### config.mk
export PLATFORM = sky130hd
export DESIGN_NAME = fpu_result_collector
export DESIGN_NICKNAME = d
export VERILOG_FILES = /design/src/rtl/fpu_result_collector.sv
export SDC_FILE = /design/constraint.sdc
export NUM_CORES = 1
export LEC_CHECK = 0
export BUFFER_PORTS_ARGS = -buffer_cell sky130_fd_sc_hd__buf_2
export CORE_UTILIZATION = 45
export CTS_BUF_LIST = sky130_fd_sc_hd__clkbuf_16
export CTS_CLUSTER_DIAMETER = 60
export DETAILED_ROUTE_END_ITERATION = 8
export PLACE_DENSITY = 0.67
export RECOVER_POWER = 50
export SYNTH_ARGS = -nofsm -noshare
export SYNTH_HDL_FRONTEND = slang
export SYNTH_SLANG_ARGS = --single-unit
export TNS_END_PERCENT = 5
### constraint.sdc
create_clock -name clk -period 2.3 [get_ports clk]
set_input_delay 0.23 -clock clk [delete_from_list [all_inputs] [get_ports clk]]
set_output_delay 0.23 -clock clk [all_outputs]
set_load 0.02 [all_outputs]
### src/rtl/fpu_result_collector.sv
// fpu_result_collector: aligns FPU results with issue tags and queues them in a show-ahead FIFO
// with sticky exception flags and an overflow indicator.
module fpu_result_collector #(
  parameter int LATENCY = 4,
  parameter int DEPTH   = 4
) (
  input  logic                     clk,
  input  logic                     rst,
  input  logic                     issue_valid,
  input  logic [2:0]               issue_op,
  input  logic [31:0]              out,
  input  logic [7:0]               fpu_flags,
  output logic                     res_valid,
  input  logic                     res_ready,
  output logic [31:0]              res_data,
  output logic [2:0]               res_op,
  output logic [7:0]               res_flags,
  output logic [7:0]               sticky_flags,
  input  logic                     sticky_clr,
  output logic                     lost,
  output logic [$clog2(DEPTH):0]   count
);
  localparam int AW = $clog2(DEPTH);
  localparam int CW = AW + 1;
  logic [LATENCY-1:0] tag_v_q, tag_v_d;
  logic [2:0]         tag_op_q [LATENCY];
  logic [2:0]         tag_op_d [LATENCY];
  logic [AW-1:0]      wr_ptr_q, wr_ptr_d, rd_ptr_q, rd_ptr_d;
  logic [CW-1:0]      count_q, count_d;
  logic [7:0]         sticky_q, sticky_d;
  logic               lost_q, lost_d;
  logic [42:0]        mem [DEPTH];
  logic [42:0]        head;
  logic               cap, pop, full, push, drop;
  always_comb begin
    tag_v_d[0]  = issue_valid;
    tag_op_d[0] = issue_op;
    for (int i = 1; i < LATENCY; i++) begin
      tag_v_d[i]  = tag_v_q[i-1];
      tag_op_d[i] = tag_op_q[i-1];
    end
    cap      = tag_v_q[LATENCY-1];
    pop      = res_valid & res_ready;
    full     = count_q == CW'(DEPTH);
    // a full FIFO still accepts a capture when the head leaves in the same cycle
    push     = cap & (!full | pop);
    drop     = cap & full & !pop;
    wr_ptr_d = push ? wr_ptr_q + AW'(1) : wr_ptr_q;
    rd_ptr_d = pop ? rd_ptr_q + AW'(1) : rd_ptr_q;
    count_d  = (push & !pop) ? count_q + CW'(1) : (pop & !push) ? count_q - CW'(1) : count_q;
    sticky_d = (sticky_clr ? 8'h00 : sticky_q) | (cap ? fpu_flags : 8'h00);
    lost_d   = (!sticky_clr & lost_q) | drop;
  end
  always_ff @(posedge clk or posedge rst) begin
    if (rst) begin
      tag_v_q  <= '0;
      for (int i = 0; i < LATENCY; i++) tag_op_q[i] <= '0;
      wr_ptr_q <= '0;
      rd_ptr_q <= '0;
      count_q  <= '0;
      sticky_q <= '0;
      lost_q   <= 1'b0;
    end else begin
      tag_v_q  <= tag_v_d;
      for (int i = 0; i < LATENCY; i++) tag_op_q[i] <= tag_op_d[i];
      wr_ptr_q <= wr_ptr_d;
      rd_ptr_q <= rd_ptr_d;
      count_q  <= count_d;
      sticky_q <= sticky_d;
      lost_q   <= lost_d;
    end
  end
  always_ff @(posedge clk) begin
    if (push) mem[wr_ptr_q] <= {out, tag_op_q[LATENCY-1], fpu_flags};
  end
  assign res_valid    = count_q != '0;
  assign head         = res_valid ? mem[rd_ptr_q] : '0;
  assign res_data     = head[42:11];
  assign res_op       = head[10:8];
  assign res_flags    = head[7:0];
  assign sticky_flags = sticky_q;
  assign lost         = lost_q;
  assign count        = count_q;
endmodule

# After elaboration in Yosys (flattened, before gate mapping)
# Memory sizes are Yosys's and may differ from the RTL's.
# Cells that the tools add are included.
[totals]
ff_bits = 32
ram_bits = 172
out_inout_bits = 56
elab_cells = 39
memories = 1
[memory_table]
columns = ["memory", "depth", "width", "read_ports", "rd_ports_with_merged_regs", "wr", "line_no", "rtl"]
rows = [
  ["mem", 4, 43, 1, 0, 1, "32", "logic [42:0] mem [DEPTH];"],
]
[classes]
add_sub_neg = 4
eq_ne = 1
muxes = 7
bitwise = 10
n_reduce_logical = 6
[op_table]
columns = ["operator", "count"]
rows = [
  ["$mux 43", 1],
  ["$mux 8", 2],
  ["$or 8x8->8", 1],
  ["$and 1x1->1", 7],
  ["$mux 3", 2],
  ["$add 2x1->2 const B", 2],
  ["$logic_not 1->1", 4],
  ["$add 3x1->3 const B", 1],
  ["$eq 3x3->1 const B", 1],
  ["$reduce_bool 3->1", 1],
  ["$sub 3x1->3 const B", 1],
  ["$mux 1", 2],
  ["$or 1x1->1", 2],
  ["$reduce_bool 2->1", 1],
]

# Longest topological paths before layout
# Gate-level depths: netlist (run 1).
[logic_depth]
ltp_word = 8
mapped_depth = 9

# Least setup slack after synthesis (run 1)
# No wires, ideal clock.
[synth_timing]
kind = "reg2reg"
start = "register count_q[2] (netlist: count[2])"
end = "memory mem[0][0], enable pin"
setup_time_ps = 405
arrival_time_ps = 1974
slack_ps = -79
path_stages_with_launch = 5
synth_period_minus_slack_ps = 2379
path_cell_list = "dfrtp_1 nor4b_2 nor2b_1 buf_2 and2_1"
[synth_via]
elab_chain_cells = 6
word_cells_on_any_way = 8
cone_classes = "1 x eq/ne; 2 x mux; 3 x bitwise; 2 x reduce/logical"
[synth_lines]
columns = ["element", "line_no", "rtl"]
rows = [
  ["start, declared", "29", "logic [CW-1:0] count_q, count_d;"],
  ["start signal, assigned", "68", "count_q <= count_d;"],
  ["$eq 3x3->1 or $reduce_bool 3->1 (tied branches)", "44, 76", ""],
  ["$logic_not 1->1 or $and 1x1->1 (tied branches)", "46, 43", ""],
  ["$or 1x1->1 *", "46", "push = cap & (!full | pop);"],
  ["$and 1x1->1 *", "46", ""],
  ["net push", "34", "logic cap, pop, full, push, drop;"],
  ["$mux 1 *", "74", "if (push) mem[wr_ptr_q] <= {out, tag_op_q[LATENCY-1], fpu_flags};"],
  ["$mux 1 (implied by the code) *", "74", ""],
  ["end, declared", "32", ""],
]
# The timed path passes the listed nets; every way through them passes the cells marked *.

# Worst setup path in the final report (run 1)
[layout_timing]
start = "register rd_ptr_q[0]"
end = "output port res_data[24]"
[layout_via]
elab_chain_cells = 2
[layout_lines]
columns = ["element", "line_no", "rtl"]
rows = [
  ["start, declared", "28", "logic [AW-1:0] wr_ptr_q, wr_ptr_d, rd_ptr_q, rd_ptr_d;"],
  ["start signal, assigned", "67", "rd_ptr_q <= rd_ptr_d;"],
  ["$mem_v2 4x43", "-", ""],
  ["$mux 43", "77", "assign head = res_valid ? mem[rd_ptr_q] : '0;"],
  ["end, declared", "15", "output logic [31:0] res_data,"],
]
# Every way passes these cells.

==> results.toml, run 1 <==
[global_routing]
grt_pass1_vias = 4057
grt_pass1_wl_mm = 22.4
grt.total_usage_pct = 16.9
antenna_found_initial = 0
gr-total-overflow = 0
grt_max_degree = 46

[sta]
fmax_ghz = 0.438
hold_violations = 0
slew_violations = 0
period_needed_ns = 2.28
clock_skew_ns = 0.0168
finalCritPeriodShare_pct = 99.3
setup_violations = 0
setup_tns_ns = 0
rsz0062_at_grt = "yes"
worstMarginPinSlew_ns = 0.831
maxSlewHeadroom_pct = 44.5

[place]
dpl.hpwl_mm = 8.14
post-place-cells = 683
io_buffers = 103
gp_congestion = 0.665

[pwr]
ir_worst_vdd_mv = 0.666
power.leakage_nw = 3.58
p_per_area_nw_per_um2 = 1340
fin_total_pwr_mw = 13.2

[layout]
fin_util_pct = 59.3
synthToLayoutAreaGrowth_pct = 27.9
diodes = 0
drive_gt1_share_pct = 33.2
fin_cells = 777
nets = 596

[logic_synthesis]
synthTopCellsByArea = "edfxtp_1 67%, mux4_2 11%, dfrtp_1 10%"
synth_nets = 416
yosysWarnings = 0
ys_types = 22
ys_seq_area_share_pct = 77.3
syn-cell-area_sq_um = 7720
synth_top_area_share_pct = 66.9
syn_avg_cell_area_sq_um = 21.3
synth.ff_latch_count = 204
async_flop_share_pct = 15.7
synthCells = 362
yosys.area.top_type = "edfxtp_1"
synth-edff-count = 172
yosys_most_used_dff = "edfxtp_1"

[routing]
wl_mm = 15.3
drc = 0
viasPerCell = 4.99
drtIter0Drc = 193
dr_total_vias = 3881
avgRoutedWirePerCell_um = 19.7
ant_nets = 0
first_pass_iters = 4

[clock_tree]
cts_sinks = 204
cts.clk_slew.worst_paths_ns = 0.06
clock_latency_ns = 0.49
clockRootBuffer = "clkbuf_16"
cts_buffer_depth = 3
htreeDepth = 1
cts_buffers = 21
cts_tree = "built"

[floorplanning]
die_h_um = 133
fp.coreArea_sq_um = 16600
io_pins = 104
initial_core_util_pct = 46.4
dieArea_sq_um = 17700
die-width_um = 133
num_rows = 47

[worst_setup_path]
crit_path_start_kind = "register"
worstPathCellList = "buf_8 -> clkbuf_16 -> mux4_2 -> and2_4 -> buf_6"
required_ns = 2.07
critPathCaptureType = "output port"
worstPathArrival_ns = 2.05
crit_path_max_fanout = 4
max_stage_delay_ns = 0.52
critPathTopFamily = "multiplexers"
critPathKind = "reg2out"
path_buf_inv = 3
crit_slowest_cell = "mux4_2"

[hold_path]
hp-class = "in2reg"

[outcome]
status = "completed"

[job]
maxCapViolCount = 0
power by group:
group,total (mW),internal [mW],switching (mW)
combinational,5.18,2.53,2.66
clock,3.08,1.77,1.30
sequential,4.98,4.78,0.194
total,13.2,9.08,4.15
cells in the mapped netlist, types with 2 or more instances:
cell type / instances
and2_1: 47
inv_1: 13
xor2_1: 2
buf_2: 8
mux2_2: 2
ha_1: 5
dfrtp_1: 32
o21ai_0: 9
mux4_2: 38
buf_12: 4
clkbuf_1: 4
xnor2_1: 4
nand2_1: 10
edfxtp_1: 172
mux4_1: 5
what timing repair did:
action	4_1_cts	5_1_grt
gates resized for setup	4	52
hold buffers	45	0
endpoints found under the setup margin	43	45
cloned	1	6
hold endpoints to repair	183	0
buffers inserted	0	4
pin swaps	0	0
placed cells by master, fill, tap and decap left out, drive strengths merged:
cell / instances
clkinv: 8
xor2: 2
nor2: 1
fa: 1
or3: 1
edfxtp: 172
dlygate4sd3: 45
mux4: 43
ha: 5
clkinvlp: 2
o21ai: 9
nor4b: 1
dfrtp: 32
xnor2: 4
nor2b: 1
buf: 83
nand3: 1
inv: 19
mux2: 2
nand2: 10
and2: 47
bufinv: 1
clkbuf: 67
layer usage:
layer / GRT usage [%] / vias to the layer above / wire, um
met5: 0 / - / 0
met1: 21.8 / 2002 / 6660
li1: - / 1771 / -
met4: 4.28 / 0 / 198
met2: 29.5 / 91 / 7760
met3: 3.37 / 17 / 687
kinds of logic after synthesis:
family / after synthesis / share of synthesized area (%)
DFF: 204 / 77.3
and+or+nand+nor: 62 / 4.77
buffers and inverters: 30 / 2.53
adders and majority gates: 6 / 1.07
xor gates and xnor gates: 6 / 0.681
AOI/OAI and AO/OA: 9 / 0.584
muxes: 45 / 13.1
layout make-up:
class                      instances  area, sq um
clock buffer                      21          526
clock inverter                    17          108
fill                            1293         6770
inverter                          13         48.8
multi-input combinational        128         1580
sequential                       204         5970
tap                              220          275
timing repair buffer             174         1360
worst min-delay path: cells and delay by family:
| kind | cells | cell delay [ns] |
|---|---|---|
| xor+xnor | 1 | 0.06 |
| simple gates | 1 | 0.07 |
| buf+inv | 1 | 0.13 |
stage by stage:
stage / hold WS (ns) / setup slack [ns] / cell area, sq um
6_report: 0.0494 / 0.0156 / 9870
5_1_grt: 0.0529 / -0.0370 / 9870
4_1_cts: 0.0595 / -0.0677 / 9640
3_5_place_dp: 0.335 / 0.0622 / 8510
3_3_place_gp: 0.335 / 0.193 / 8510
2_1_floorplan: 0.261 / -0.0788 / 7720
path summary, 6_finish.rpt:
check / slack [ns] / end / depth (start not counted) / from
worst max register to register: 0.18 / count[1] / 7 / count[0]
worst min register to register: 0.35 / tag_v_q[2] / 0 / tag_v_q[1]
min in group asynchronous: 0.46 / sticky_flags[4] / 3 / rst
worst max-delay path: 0.02 / res_data[24] / 5 / rd_ptr_q[0]
max in group asynchronous: 1.12 / tag_op_q[0] / 4 / rst
worst min-delay path: 0.05 / rd_ptr_q[0] / 3 / res_ready
sequential cells by signal, indices dropped and copies added, names as in the netlist:
register and cells:
mem 172, tag_op_q 3, tag_op_d 9, sticky_flags 8
lost 1, count 3, rd_ptr_q 2, wr_ptr_q 2
tag_v_q 4
Note: power is estimated with default switching activity, not from simulation.
==> inputs of run 2 (changes only) <==
--- a/config.mk
+++ b/config.mk
@@ -10,7 +10,7 @@
 export CTS_BUF_LIST = sky130_fd_sc_hd__clkbuf_16
 export CTS_CLUSTER_DIAMETER = 60
 export DETAILED_ROUTE_END_ITERATION = 8
-export PLACE_DENSITY = 0.67
+export PLACE_DENSITY = 0.77
 export RECOVER_POWER = 50
 export SYNTH_ARGS = -nofsm -noshare
 export SYNTH_HDL_FRONTEND = slang
==> run 2 against run 1 <==
Compared with the run above:
- hold slack lost 0.0056 ns
- critical path depth is the same
- clock power shrank 3%
- non-clock buffer count grew 1
==> results.toml, run 2 (synthesis results as in run 1) <==
[outcome]
status = "completed"

[worst_setup_path]
crit_path_max_fanout = 5
crit_path_start_kind = "register"
critPathKind = "reg2out"
critPathCaptureType = "output port"
r2r_cells = 7
r2r_start = "count[0]"
worstPathArrival_ns = 2.06
r2r_slack_ns = 0.15
required_ns = 2.07
r2r_end = "count[1]"

[sta]
clock_skew_ns = 0.00999
setup_violations = 0
finalCritPeriodShare_pct = 99.7
worstMarginPinSlew_ns = 0.801
maxSlewHeadroom_pct = 46.5
rsz0062_at_grt = "yes"
period_needed_ns = 2.29
slew_violations = 0
fmax_ghz = 0.436
hold_violations = 0

[routing]
dr_total_vias = 3924
wl_mm = 14.5
drtIter0Drc = 174
avgRoutedWirePerCell_um = 18.7
first_pass_iters = 4
met1_length_mm = 6.28
ant_nets = 0
wl_met2_mm = 7.42
top_layer_used = "met4"
wl_met3_um = 630
viasPerCell = 5.06
drc = 0

[global_routing]
gr-total-overflow = 0
grt.total_usage_pct = 16.0
grt_pass1_vias = 4252
antenna_found_initial = 0
grt_pass1_wl_mm = 21.8
grt_max_degree = 46

[pwr]
p_int_mw = 9.21
switching_power_mw = 4.10
ir_worst_vdd_mv = 0.845
seq_power_share_pct = 37.5
power.leakage_nw = 3.61
fin_total_pwr_mw = 13.3
p_per_area_nw_per_um2 = 1340
pwr-share-comb_pct = 40.1
clockPowerShare_pct = 22.5
switching_share_pct = 30.8

[layout]
diodes = 0
seq_area_sq_um = 5970
synthToLayoutAreaGrowth_pct = 28.4
finalInstanceArea_sq_um = 9910
num-fill-cells = 1262
nets = 596
multiInputGateArea_sq_um = 1600
drive_gt1_share_pct = 34.6
regMostFlops = "mem"
final_common_cell = "edfxtp_1"
final_cell_mix = "172 x edfxtp_1, 46 x buf_2, 44 x dlygate4sd3_1, 43 x mux4_2, 41 x clkbuf_1"
largest_reg_flops = 172

[clock_tree]
clockRootBuffer = "clkbuf_16"
htreeDepth = 1
clock_latency_ns = 0.48
cts_buffers = 20
cts.clk_slew.worst_paths_ns = 0.06
cts_buffer_depth = 3
cts_tree = "built"
cts_sinks = 204

[place]
dpl.hpwl_mm = 8.04
io_buffers = 103
gp_congestion = 0.706
placed_cell_area_sq_um = 8530

[floorplanning]
num_rows = 47
die_h_um = 133
dieArea_sq_um = 17700
fp.coreArea_sq_um = 16600
initial_core_util_pct = 46.4
io_pins = 104
die-width_um = 133

[hold_path]
hp-start = "sticky_clr"
whs_endpoint = "sticky_flags[6]"
hp-class = "in2reg"
min_path_cells = 2

[job]
maxCapViolCount = 0
==> run 2: area by class of cell <==
class                      instances  share of cell area, %
clock buffer                      22                   5.56
inverter                          13                  0.492
sequential                       204                   60.3
clock inverter                    13                  0.619
timing repair buffer             175                   14.2
multi-input combinational        128                   16.1
tap                              220                   2.78
==> run 2: timing repair <==
| action | in CTS | in global routing |
|---|---|---|
| hold endpoints to repair | 180 | 0 |
| setup buffers | 0 | 9 |
| setup endpoints to repair | 44 | 44 |
| cloned | 0 | 5 |
| gates resized for setup | 5 | 66 |
| hold buffers | 44 | 0 |
==> run 2: worst max path at each step <==
| stage | startpoint | endpoint | slack, ns | cells past startpoint |
|---|---|---|---|---|
| 5_1_grt | rd_ptr_q[0] | res_data[9] | -0.07 | 5 |
| 4_1_cts | rd_ptr_q[0] | res_data[27] | -0.05 | 4 |
| 6_report | rd_ptr_q[0] | res_data[9] | 0.007 | 5 |
| 2_1_floorplan | count[2] | mem[1][0] | -0.08 | 4 |
| 3_5_place_dp | count[1] | count[2] | 0.04 | 8 |
| 3_3_place_gp | count[1] | count[2] | 0.19 | 8 |
==> run 2: critical path: stages, from the launching register on <==
cell,delay (ns)
dfrtp_4,0.48
buf_6,0.14
clkbuf_16,0.16
mux4_2,0.50
and2_4,0.18
buf_6,0.12
==> run 2: through the flow <==
stage | setup WS, ns | hold slack, ns | cells | TNS [ns] | util (%)
CTS | -0.0474 | 0.00241 | 761 | -0.0955 | 57.5
detailed placement | 0.0448 | 0.335 | 682 | 0 | 51.3
finish | 0.00750 | 0.0438 | 775 | 0 | 59.5
floorplan | -0.0788 | 0.261 | 362 | -10.16 | -
global placement | 0.195 | 0.338 | 682 | 0 | 51.3
global route | -0.0749 | 0.0443 | 775 | -1.77 | 59.5
==> run 2: routing by layer <==
metal | vias up | GRT usage, %
met4 | 0 | 4.53
met5 | - | 0
met1 | 2039 | 20.1
met3 | 13 | 3.10
met2 | 105 | 28.1
li1 | 1767 | -
==> run 2: power by group through the flow <==
stage / clock (mW) / combinational [mW] / sequential, mW
2_1_floorplan: 0 / 3.02 / 5.05
3_3_place_gp: 0 / 4.22 / 4.99
3_5_place_dp: 0 / 4.29 / 5.05
4_1_cts: 3.08 / 4.38 / 4.98
5_1_grt: 3.23 / 5.67 / 5.04
6_report: 2.99 / 5.33 / 4.98
